`src/rtl/rsa_param_gen_if.sv`:
```
// Handshake bundle for the RSA parameter generator: run request
// (start/seed/offset), result fields and the valid/ready pair.
//   master : request driver / result consumer
//   slave  : the generator
interface rsa_param_gen_if #(
    parameter int W = 4
);
    logic           start;
    logic [W-1:0]   seed;
    logic [7:0]     offset;
    logic           out_ready;
    logic           busy;
    logic           out_valid;
    logic [W-1:0]   p_out;
    logic [W-1:0]   q_out;
    logic [2*W-1:0] n;
    logic [2*W-1:0] lamda;

    modport master (
        output start, seed, offset, out_ready,
        input  busy, out_valid, p_out, q_out, n, lamda
    );

    modport slave (
        input  start, seed, offset, out_ready,
        output busy, out_valid, p_out, q_out, n, lamda
    );
endinterface

```
`src/rtl/rsa_param_gen.sv`:
```
// Toy RSA parameter generator: picks p and q from a Fibonacci-style
// LFSR, then registers n = p*q and lamda = (p-1)*(q-1).
// Ports: clk, reset (sync, active-high), bus (slave modport):
//   start/seed/offset in, out_ready in, busy/out_valid/p_out/q_out/n/lamda out.
module rsa_param_gen #(
    parameter int           W    = 4,
    parameter logic [W-1:0] TAPS = 4'b0011,
    parameter int           GAP  = 5
) (
    input logic           clk,
    input logic           reset,
    rsa_param_gen_if.slave bus
);

    localparam logic [7:0]     GAP_C = 8'(GAP);
    localparam logic [W-1:0]   ONE_W = W'(1);
    localparam logic [W-1:0]   TWO_W = W'(2);
    localparam logic [2*W-1:0] ONE_2W = (2*W)'(1);

    typedef enum logic [2:0] {
        IDLE,
        RUN_P,
        RUN_Q,
        CALC,
        HOLD
    } state_t;

    state_t         state_q, state_d;
    logic [W-1:0]   lfsr_q, lfsr_d;
    logic [7:0]     cnt_q, cnt_d;
    logic [7:0]     off_q, off_d;
    logic [W-1:0]   p_q, p_d;
    logic [W-1:0]   q_q, q_d;
    logic           busy_q, busy_d;
    logic           valid_q, valid_d;
    logic [W-1:0]   pout_q, pout_d;
    logic [W-1:0]   qout_q, qout_d;
    logic [2*W-1:0] n_q, n_d;
    logic [2*W-1:0] lam_q, lam_d;

    logic [W-1:0]   lfsr_nxt;
    logic [7:0]     cnt_inc;
    logic [2*W-1:0] p_ext;
    logic [2*W-1:0] q_ext;

    assign lfsr_nxt = {^(lfsr_q & TAPS), lfsr_q[W-1:1]};
    // Counter saturates so a huge offset plus rejections never wraps.
    assign cnt_inc  = (cnt_q == 8'hFF) ? cnt_q : cnt_q + 8'd1;
    assign p_ext    = {{W{1'b0}}, p_q};
    assign q_ext    = {{W{1'b0}}, q_q};

    always_ff @(posedge clk) begin
        if (reset) begin
            state_q <= IDLE;
            lfsr_q  <= ONE_W;
            cnt_q   <= '0;
            off_q   <= '0;
            p_q     <= '0;
            q_q     <= '0;
            busy_q  <= 1'b0;
            valid_q <= 1'b0;
            pout_q  <= '0;
            qout_q  <= '0;
            n_q     <= '0;
            lam_q   <= '0;
        end else begin
            state_q <= state_d;
            lfsr_q  <= lfsr_d;
            cnt_q   <= cnt_d;
            off_q   <= off_d;
            p_q     <= p_d;
            q_q     <= q_d;
            busy_q  <= busy_d;
            valid_q <= valid_d;
            pout_q  <= pout_d;
            qout_q  <= qout_d;
            n_q     <= n_d;
            lam_q   <= lam_d;
        end
    end

    always_comb begin
        state_d = state_q;
        lfsr_d  = lfsr_q;
        cnt_d   = cnt_q;
        off_d   = off_q;
        p_d     = p_q;
        q_d     = q_q;
        busy_d  = busy_q;
        valid_d = valid_q;
        pout_d  = pout_q;
        qout_d  = qout_q;
        n_d     = n_q;
        lam_d   = lam_q;

        unique case (state_q)
            IDLE: begin
                if (bus.start) begin
                    // An all-zero LFSR would lock up; substitute 1.
                    lfsr_d  = (bus.seed == '0) ? ONE_W : bus.seed;
                    off_d   = bus.offset;
                    cnt_d   = '0;
                    busy_d  = 1'b1;
                    state_d = RUN_P;
                end
            end
            RUN_P: begin
                lfsr_d = lfsr_nxt;
                if (cnt_q >= off_q && lfsr_q >= TWO_W) begin
                    p_d     = lfsr_q;
                    cnt_d   = '0;
                    state_d = RUN_Q;
                end else begin
                    cnt_d = cnt_inc;
                end
            end
            RUN_Q: begin
                lfsr_d = lfsr_nxt;
                // q must differ from p, otherwise n is a square.
                if (cnt_q >= GAP_C && lfsr_q >= TWO_W &&
                    lfsr_q != p_q) begin
                    q_d     = lfsr_q;
                    state_d = CALC;
                end else begin
                    cnt_d = cnt_inc;
                end
            end
            CALC: begin
                // Both factors are >= 2, so the decrements cannot underflow.
                n_d     = p_ext * q_ext;
                lam_d   = (p_ext - ONE_2W) * (q_ext - ONE_2W);
                pout_d  = p_q;
                qout_d  = q_q;
                valid_d = 1'b1;
                state_d = HOLD;
            end
            HOLD: begin
                if (valid_q && bus.out_ready) begin
                    valid_d = 1'b0;
                    busy_d  = 1'b0;
                    state_d = IDLE;
                end
            end
            default: begin
                state_d = IDLE;
            end
        endcase
    end

    assign bus.busy      = busy_q;
    assign bus.out_valid = valid_q;
    assign bus.p_out     = pout_q;
    assign bus.q_out     = qout_q;
    assign bus.n         = n_q;
    assign bus.lamda     = lam_q;

endmodule

```
`src/flat_wrapper.sv`:
```
// flat-port wrapper written by rule: the top's interface ports become plain ports
module rsa_param_gen_flat 
#(
    parameter int           W    = 4,
    parameter logic [W-1:0] TAPS = 4'b0011,
    parameter int           GAP  = 5
)
  (clk, reset, bus_start, bus_seed, bus_offset, bus_out_ready, bus_busy, bus_out_valid, bus_p_out, bus_q_out, bus_n, bus_lamda);
  rsa_param_gen_if #(.W(W)) bus_i ();
  input logic clk;
  input logic reset;
  input wire logic [$bits(bus_i.start)-1:0] bus_start;
  input wire logic [$bits(bus_i.seed)-1:0] bus_seed;
  input wire logic [$bits(bus_i.offset)-1:0] bus_offset;
  input wire logic [$bits(bus_i.out_ready)-1:0] bus_out_ready;
  output wire logic [$bits(bus_i.busy)-1:0] bus_busy;
  output wire logic [$bits(bus_i.out_valid)-1:0] bus_out_valid;
  output wire logic [$bits(bus_i.p_out)-1:0] bus_p_out;
  output wire logic [$bits(bus_i.q_out)-1:0] bus_q_out;
  output wire logic [$bits(bus_i.n)-1:0] bus_n;
  output wire logic [$bits(bus_i.lamda)-1:0] bus_lamda;
  assign bus_i.start = bus_start;
  assign bus_i.seed = bus_seed;
  assign bus_i.offset = bus_offset;
  assign bus_i.out_ready = bus_out_ready;
  assign bus_busy = bus_i.busy;
  assign bus_out_valid = bus_i.out_valid;
  assign bus_p_out = bus_i.p_out;
  assign bus_q_out = bus_i.q_out;
  assign bus_n = bus_i.n;
  assign bus_lamda = bus_i.lamda;
  rsa_param_gen #(.W(W), .TAPS(TAPS), .GAP(GAP)) u_core (.clk(clk), .reset(reset), .bus(bus_i));
endmodule
```
`config.mk`:
```
export PLATFORM = sky130hd
export DESIGN_NAME = rsa_param_gen_flat
export DESIGN_NICKNAME = d
export VERILOG_FILES = /design/src/rtl/rsa_param_gen_if.sv /design/src/rtl/rsa_param_gen.sv /design/src/flat_wrapper.sv
export SDC_FILE = /design/constraint.sdc
export NUM_CORES = 1
export LEC_CHECK = 0
export BUFFER_PORTS_ARGS = -buffer_cell sky130_fd_sc_hd__buf_2
export CAP_MARGIN = 40
export CORE_UTILIZATION = 30
export DETAILED_ROUTE_END_ITERATION = 8
export MAX_ROUTING_LAYER = met4
export PLACE_DENSITY = 0.47
export SYNTH_ARGS = -nofsm -noshare
export SYNTH_HDL_FRONTEND = slang
export SYNTH_SLANG_ARGS = --single-unit
```
`constraint.sdc`:
```
create_clock -name clk -period 7.9 [get_ports clk]
set_input_delay 0 -clock clk [delete_from_list [all_inputs] [get_ports clk]]
set_output_delay 0 -clock clk [all_outputs]
set_load 0.1 [all_outputs]
```
==> flow_metrics.tcl, run 1 <==
set metrics [dict create \
    pwr-share-seq_pct 17.8 \
    port_buffers 41 \
    drt_iter0_markers 109 \
    hold_path_class "in2reg" \
    swShare_pct 42.82 \
    power_density_nw_per_um2 441.1 \
    via_count 3396 \
    dp_hpwl_mm 7.053 \
    drive_gt1_share_pct 13.42 \
    ys_types 47 \
    skew_ns 0.005888 \
    initial_core_util_pct 31.31 \
    layout_common_cells "nand2_1, dfxtp_1, inv_1" \
    clockPowerShare_pct 18.6 \
    grt_pass1_vias 3359 \
    critPathCaptureType "flip-flop" \
    syn_avg_cell_area_um2 8.046 \
    synthCells 499 \
    finalSetupTns_ns 0 \
    ys_seq_elements 57 \
    slew_headroom_pct 39.55 \
    synth_edf_count 0 \
    hold_violations 0 \
    dr.pass1.iters 4 \
    crit_buf_inv 4 \
    worst_setup_path_start_kind "flip-flop" \
    path_clk_slew_ns 0.05 \
    required_ns 8.13 \
    grt_max_degree 60 \
    worst_slew_pin_slew_ns 0.9067 \
    clock-sinks 57 \
    yosys.area_share.simple_pct 21.07 \
    comb_power_share_pct 63.6 \
    yosysWarnings 0 \
    cts_setup_buffers 0 \
    synth_top_family_by_area "simple AND/OR/NAND/NOR gates" \
    setup_viol 0 \
    synth-xor-area-share_pct 6.887 \
    dp_worst_setup_slack_ns 2.924 \
    synth_flop_cell "dfxtp_1" \
    grt.overflow.total 0 \
    antenna_found_initial 0 \
    outcome "finished, final reports clean" \
    die_w_um 117.7 \
    maxCapViolations 0 \
    cts_buffers 9 \
    syn_area_um2 4015 \
    power_mw 2.103 \
    synth_compound_area_share_pct 13.71 \
    final_common_cell "nand2_1" \
    synthMuxAreaShare_pct 1.496 \
    path_max_fanout 12 \
    path_cells "inv_1 > ha_1 > or3b_2 > or2_2 > fa_1 > fa_1 > inv_1 > fa_1 > inv_1 > fa_1 > inv_1 > ha_1 > a21oi_1 > xnor2_1 > xnor3_1 > o31ai_1" \
    placementRows 41 \
    die_area_um2 13850 \
    cts_max_level 3 \
    drc 0 \
    track_usage_pct 14.99 \
    slew_viol_final 0 \
    synth_fa_ha_area_share_pct 21.07 \
    wl_per_cell_um 13.18 \
    nFillCells 1385 \
    worst_slack_ns 2.948 \
    final_nets 614 \
    layout_worst_path_cycle_share_pct 62.68 \
    die_y_um 117.7 \
    cts_buffer_depth 2 \
    final_antenna_net_count 0 \
    cts_tree "yes" \
    fin_crit_ns 4.952 \
    critPathMaxStageDelay_ns 0.54 \
    fmax_mhz 201.9 \
    pin_count 42 \
    grt_pass1_wl_mm 16.29 \
    synthToLayoutAreaGrowth_pct 18.76 \
    slowest_stage "fa_1" \
    yosysSeqAreaShare_pct 28.42 \
    ir_drop_mv 0.3729 \
    async_flop_share_pct 0 \
    crit_family "adder cells" \
    totalWireLength_mm 9.437 \
    critPathArrivalTime_ns 5.19 \
    gp_congestion 0.7828 \
    insertion_delay_ns 0.32 \
    root_buffer "clkbuf_16" \
    synth_nets 573 \
    antenna_cells 0 \
    coreArea_um2 12820 \
    p_leak_nw 2.091 \
    vias_per_cell 4.743 \
    crit_type "reg2reg" \
    power_switching_uw 900.8 \
    rsz0062_at_grt "false" \
    cellInternalPower_mw 1.203 \
]
worst paths after layout:
check | start | to | slack [ns] | cells past startpoint
worst min-delay path | bus_out_ready | u_core.state_q[2] | 0.04 | 4
worst max register to register | u_core.q_q[0] | u_core.bus.lamda[7] | 2.95 | 16
worst max-delay path | u_core.q_q[0] | u_core.bus.lamda[7] | 2.95 | 16
worst min register to register | u_core.bus.n[6] | u_core.bus.n[6] | 0.45 | 2
cells in the mapped netlist, types with 2 or more instances:
cell | n | share of area (%)
a221oi_1 | 2 | 0.44
and3_1 | 3 | 0.47
a22oi_1 | 2 | 0.37
dfxtp_1 | 57 | 28
nor3_1 | 14 | 1.7
ha_1 | 42 | 13
nor2_1 | 42 | 3.9
a21oi_1 | 45 | 5.6
nand2_1 | 78 | 7.3
inv_1 | 53 | 5.0
nor4_2 | 3 | 0.93
clkbuf_1 | 23 | 2.2
a21o_1 | 7 | 1.3
a31oi_1 | 4 | 0.62
nand3_1 | 12 | 1.5
o21ai_0 | 10 | 1.2
nand3b_1 | 2 | 0.37
xor2_1 | 10 | 2.2
buf_2 | 2 | 0.25
o21bai_1 | 2 | 0.37
fa_1 | 16 | 8.0
o211ai_1 | 2 | 0.37
o31ai_1 | 2 | 0.37
nand2b_1 | 4 | 0.62
mux2i_1 | 6 | 1.5
a211oi_1 | 5 | 0.93
xnor2_1 | 19 | 4.1
o22ai_1 | 2 | 0.31
or2_2 | 6 | 0.93
and2_1 | 7 | 1.1
state kept, by name, summed over array words and instances (netlist names), 3 cells and up:
signal	cells
u_core.bus.p_out	4
u_core.q_q	4
u_core.bus.q_out	4
u_core.bus.n	8
u_core.lfsr_q	4
u_core.state_q	3
u_core.p_q	4
u_core.bus.lamda	8
u_core.off_q	8
u_core.cnt_q	8
power groups by stage:
stage | Combinational (mW) | Clock (mW) | Sequential, mW
3_3_place_gp | 1.33 | 0 | 0.381
6_report | 1.34 | 0.391 | 0.375
2_1_floorplan | 1.03 | 0 | 0.447
3_5_place_dp | 1.34 | 0 | 0.381
5_1_grt | 1.51 | 0.421 | 0.382
4_1_cts | 1.36 | 0.406 | 0.375
worst min-delay path, cell delays in order:
cell	delay (ns)
buf_2	0.10
nand2_1	0.07
nand3_1	0.08
a21oi_1	0.06
layout make-up:
cell class / instances / area (µm²) / share of cell area, %
clock buffer: 12 / 256.5 / 5.379
clock inverter: 3 / 40.04 / 0.8397
inverter: 53 / 198.9 / 4.172
multi-input combinational: 364 / 2579 / 54.08
sequential: 57 / 1141 / 23.93
tap: 172 / 215.2 / 4.513
timing repair buffer: 55 / 337.8 / 7.085
per-layer routing:
layer	GRT usage (%)	vias to the layer above	wire (µm)
met5	-	-	0
met4	4.728	0	57
met3	3.101	4	268
met2	24.67	45	4643
met1	18.29	1606	4469
li1	-	1741	-
cells by family after synthesis:
family	Yosys count
buf+inv	78
simple gates	181
compound gates	89
mux	6
xor+xnor	30
fa+ha+maj	58
flops	57
metrics by stage:
stage / hold slack [ns] / util, % / std cells / cell area (µm²)
finish: 0.04031 / 37.18 / 716 / 4768
CTS: 0.02284 / 37.18 / 716 / 4768
detailed placement: 0.2490 / 34.01 / 690 / 4362
global route: 0.04754 / 37.18 / 716 / 4768
global placement: 0.2458 / 34.01 / 690 / 4362
floorplan: 0.1360 / - / 499 / 4015
what timing repair did:
action | in CTS | in global routing
hold buffers | 11 | 0
resized for setup | 0 | 0
hold endpoints to repair | 11 | 0
No activity file was read; power rests on OpenSTA's default activity.
==> run 2, diff against run 1 <==
- PLACE_DENSITY: 0.47 -> 0.49
- clock period: 7.9 -> 4.2 ns (I/O delays scaled with it)
==> run 2 against run 1 <==
Against the previous run:
- clock-buffer cell count down 1
- final cell count rose by 2.9%
- maximum frequency grew 20%
- combinational power increased by 110%
- highest routed layer unchanged
==> flow_metrics.tcl, run 2 (same netlist as run 1, synthesis figures left out) <==
set metrics [dict create \
    outcome "finished, final reports clean" \
    cellInternalPower_mw 2.400 \
    hold_ws_ns 0.03117 \
    placementRows 41 \
    grt.overflow.total 0 \
    ir_drop_mv 0.5122 \
    vias_per_cell 4.666 \
    antenna_cells 0 \
    drive_gt1_share_pct 19.12 \
    die_w_um 117.7 \
    wl_per_cell_um 12.83 \
    gp_congestion 0.7993 \
    swShare_pct 42.64 \
    nFillCells 1339 \
    path_clk_slew_ns 0.06 \
    hold_path_class "in2reg" \
    required_ns 4.44 \
    slew_viol_final 0 \
    grt_max_degree 44 \
    die_area_um2 13850 \
    comb_power_share_pct 66.7 \
    final_common_cell "nand2_1" \
    clockPowerShare_pct 16.7 \
    maxCapViolations 0 \
    root_buffer "clkbuf_16" \
    worst_slew_pin_slew_ns 0.9066 \
    p_leak_nw 2.196 \
    fmax_mhz 241.6 \
    skew_ns 0.008495 \
    hold_violations 0 \
    critPathArrivalTime_ns 4.38 \
    pin_count 42 \
    fin_crit_ns 4.139 \
    dr.pass1.iters 4 \
    power_density_nw_per_um2 838.7 \
    track_usage_pct 15.01 \
    drt_iter0_markers 105 \
    synthToLayoutAreaGrowth_pct 24.28 \
    final_antenna_net_count 0 \
    clock-sinks 57 \
    power_switching_mw 1.785 \
    path_max_fanout 4 \
    finalSetupTns_ns 0 \
    die_y_um 117.7 \
    antenna_found_initial 0 \
    cts_setup_buffers 0 \
    slew_headroom_pct 39.56 \
    cts_max_level 3 \
    worst_setup_path_start_kind "flip-flop" \
    cts_buffer_depth 2 \
    cts_tree "yes" \
    pwr-share-seq_pct 16.6 \
    via_count 3439 \
    cts_buffers 9 \
    rsz0062_at_grt "true" \
    layout_worst_path_cycle_share_pct 98.55 \
    initial_core_util_pct 31.31 \
    critPathCaptureType "flip-flop" \
    grt_pass1_vias 3426 \
    coreArea_um2 12820 \
    final_nets 635 \
    port_buffers 41 \
    setup_viol 0 \
    layout_common_cells "nand2_1, dfxtp_1, inv_1" \
    totalWireLength_mm 9.456 \
    dp_hpwl_mm 7.305 \
    insertion_delay_ns 0.33 \
    crit_type "reg2reg" \
    drc 0 \
    grt_pass1_wl_mm 16.39 \
]
-- run 2: final timing paths --
kind                        start                  end  slack [ns]  cells after the start
setup / recovery    u_core.q_q[0]  u_core.bus.lamda[7]        0.06                     15
hold / removal      bus_out_ready    u_core.state_q[2]        0.03                      4
setup reg to reg    u_core.q_q[0]  u_core.bus.lamda[7]        0.06                     15
hold reg to reg   u_core.bus.n[0]      u_core.bus.n[0]        0.45                      2
-- run 2: metal layers --
metal | vias up | share of wire, % | global-route usage (%)
met5 | - | 0 | -
met4 | 0 | 0.85 | 3.365
met3 | 6 | 2.8 | 3.198
met2 | 42 | 51 | 25.62
met1 | 1611 | 46 | 18.00
li1 | 1780 | - | -
-- run 2: final cells by class --
| type | count | area [µm²] | area share [%] |
|---|---|---|---|
| Clock buffer | 11 | 232.7 | 4.664 |
| Clock inverter | 4 | 45.04 | 0.9027 |
| Inverter | 53 | 201.4 | 4.037 |
| Multi-Input combinational cell | 364 | 2645 | 53.01 |
| Sequential cell | 57 | 1145 | 22.94 |
| Tap cell | 172 | 215.2 | 4.313 |
| Timing Repair Buffer | 76 | 505.5 | 10.13 |
-- run 2: metrics by stage --
stage          worst slack [ns]  power, mW  instance area (µm²)  cells  util, %
2_1_floorplan         -0.001233      2.892                 4098    499        -
3_3_place_gp            0.03924      3.458                 4582    711    35.73
3_5_place_dp           -0.06437      3.507                 4602    712    35.88
4_1_cts                0.003224      4.251                 4982    737    38.85
5_1_grt                 -0.1564      4.610                 4990    737    38.91
6_report                0.06103      4.185                 4990    737    38.91
-- run 2: critical path, stage by stage (launching register included) --
cell	delay, ns
dfxtp_4	0.36
inv_4	0.06
ha_4	0.11
or3b_4	0.41
or2_4	0.27
fa_2	0.34
fa_1	0.50
inv_1	0.05
fa_1	0.47
inv_1	0.05
fa_1	0.37
xor2_1	0.19
xnor2_1	0.15
xnor2_1	0.14
xnor3_1	0.41
o31ai_1	0.18
-- run 2: repair_timing --
action | CTS | global route
endpoints found under the hold margin | 10 | 0
hold buffers | 10 | 0
pin swaps | 1 | 1
resized for setup | 2 | 3
setup endpoints to repair | 1 | 1
-- run 2: power by group through the flow --
stage          registers, mW  logic, mW  clock network, mW
6_report               0.695       2.79              0.698
5_1_grt                0.709       3.15              0.750
3_5_place_dp           0.707       2.80                  0
3_3_place_gp           0.706       2.75                  0
2_1_floorplan          0.841       2.05                  0
4_1_cts                0.696       2.83              0.721
==> run 3, diff against run 2 <==
- SETUP_SLACK_MARGIN: not set -> 0.4
==> run 3 against run 2 <==
Against the previous run:
- the run now ends with setup timing left
- final cell count rose by 0.81%
- clock-buffer cell count rose by 1
- power rose by 11%
- critical path depth rose by 1
- wire length rose by 1.7%
- global-route usage rose by 0.091 points
- sequential cell count did not move
- clock skew barely moved
- final area rose by 2.6%
- utilization rose by 1.0 points
- first-iteration DRC count rose by 11%
- critical path type unchanged
==> flow_metrics.tcl, run 3 (same netlist as run 1, synthesis figures left out) <==
set metrics [dict create \
    worst_slack_ns -0.02751 \
    final_nets 640 \
    swShare_pct 41.92 \
    drive_gt1_share_pct 23.12 \
    initial_core_util_pct 31.31 \
    hold_ws_ns 0.01330 \
    root_buffer "clkbuf_16" \
    final_core_util_pct 39.90 \
    clock-sinks 57 \
    drt_iter0_markers 117 \
    critPathArrivalTime_ns 4.47 \
    comb_power_share_pct 69.0 \
    crit_type "reg2reg" \
    path_max_fanout 4 \
    seqCellArea_um2 1145 \
    ir_drop_mv 0.7504 \
    finalSetupTns_ns -0.02751 \
    track_usage_pct 15.10 \
    fin_crit_ns 4.228 \
    maxCapViolations 0 \
    nFillCells 1345 \
    dr.pass1.iters 4 \
    power_switching_mw 1.954 \
    dp_hpwl_mm 7.132 \
    wl_per_cell_um 12.94 \
    worstSetupStartpoint "u_core.q_q[1]" \
    pin_count 42 \
    grt.overflow.total 0 \
    insertion_delay_ns 0.34 \
    die_w_um 117.7 \
    antenna_found_initial 0 \
    grt_pass1_vias 3399 \
    setup_viol 1 \
    slew_headroom_pct 40.37 \
    required_ns 4.44 \
    dr_wl_met3_um 274 \
    synthToLayoutAreaGrowth_pct 27.45 \
    final_antenna_net_count 0 \
    rsz0062_at_grt "true" \
    drc 0 \
    layout_worst_path_cycle_share_pct 100.7 \
    slew_viol_final 0 \
    hold_path_class "in2reg" \
    vias_per_cell 4.696 \
    coreArea_um2 12820 \
    via_count 3489 \
    cts_buffers 9 \
    wl_met1_mm 4.428 \
    antenna_cells 0 \
    skew_ns 0.008308 \
    cts_max_level 3 \
    layout_common_cells "nand2_1, dfxtp_1, inv_1" \
    die_y_um 117.7 \
    port_buffers 41 \
    final_common_cell "nand2_1" \
    hold_end "u_core.lfsr_q[1]" \
    hp-start "bus_seed[1]" \
    placementRows 41 \
    outcome "complete, but fails checks" \
    power_density_nw_per_um2 911.0 \
    wl_met2_mm 4.783 \
    cellInternalPower_mw 2.708 \
    r2r_end "u_core.bus.lamda[7]" \
    p_leak_nw 2.239 \
    r2r_cells 16 \
    timing.rr.start "u_core.q_q[1]" \
    fmax_mhz 236.5 \
    pwr-share-seq_pct 14.9 \
    totalWireLength_mm 9.617 \
    hold_depth 3 \
    dp_worst_setup_slack_ns -0.07604 \
    worst_slew_pin_slew_ns 0.8944 \
    grt_max_degree 60 \
    critPathCaptureType "flip-flop" \
    worst_setup_path_start_kind "flip-flop" \
    routed.top_layer "met4" \
    multi_input_area_um2 2714 \
    cts_buffer_depth 2 \
    path_clk_slew_ns 0.06 \
    gp_congestion 0.7916 \
    grt_pass1_wl_mm 16.14 \
    hold_violations 0 \
    clockPowerShare_pct 16.2 \
    violations "setup timing" \
    die_area_um2 13850 \
    rrSetupSlack_ns -0.03 \
    cts_tree "yes" \
]
-- run 3: metrics by stage --
stage / power (mW) / area (µm²) / instances
2_1_floorplan: 2.895 / 4100 / 499
3_3_place_gp: 3.452 / 4584 / 711
3_5_place_dp: 3.507 / 4584 / 711
4_1_cts: 4.576 / 5041 / 740
5_1_grt: 5.092 / 5117 / 743
6_report: 4.662 / 5117 / 743
-- run 3: power groups by stage --
stage                     clock (mW)  combinational (mW)  sequential, mW
after CTS                      0.778                3.10           0.694
after detailed placement           0                2.80           0.705
after global placement             0                2.75           0.705
final                          0.754                3.21           0.693
after global routing           0.805                3.58           0.707
after floorplan                    0                2.05           0.841
-- run 3: how the worst max path moves through the flow --
| stage | depth (start not counted) | to | slack, ns |
|---|---|---|---|
| 5_1_grt | 16 | u_core.bus.lamda[7] | -0.17 |
| 2_1_floorplan | 17 | u_core.bus.lamda[7] | -0.001 |
| 3_3_place_gp | 15 | u_core.bus.lamda[7] | 0.02 |
| 4_1_cts | 15 | u_core.bus.lamda[7] | -0.03 |
| 3_5_place_dp | 15 | u_core.bus.lamda[7] | -0.08 |
| 6_report | 16 | u_core.bus.lamda[7] | -0.03 |
-- run 3: final cells by class --
type	instances	area share [%]
Timing Repair Buffer	81	10.44
Inverter	53	3.936
Multi-Input combinational cell	364	53.03
Clock buffer	12	5.012
Sequential cell	57	22.37
Clock inverter	4	1.002
Tap cell	172	4.205
-- run 3: critical path: stages (launching register included) --
cell and delay (ns):
dfxtp_2 0.32, inv_2 0.08, ha_4 0.14, or3b_4 0.41
or2_4 0.27, fa_2 0.34, fa_1 0.50, inv_1 0.05
fa_1 0.48, inv_1 0.05, fa_2 0.53, inv_2 0.04
ha_4 0.21, a21oi_2 0.14, xnor2_1 0.13, xnor3_1 0.23
o31ai_1 0.20
-- run 3: layer usage --
layer | up-vias | GRT usage, %
li1 | 1784 | -
met1 | 1651 | 17.22
met2 | 42 | 25.33
met3 | 12 | 4.554
met4 | 0 | 4.567
met5 | - | -
-- run 3: timing repair --
action | 4_1_cts | 5_1_grt
endpoints found under the hold margin | 10 | 0
pin swaps | 7 | 6
setup endpoints to repair | 3 | 3
gates resized for setup | 7 | 15
setup buffers | 3 | 3
hold buffers | 10 | 0
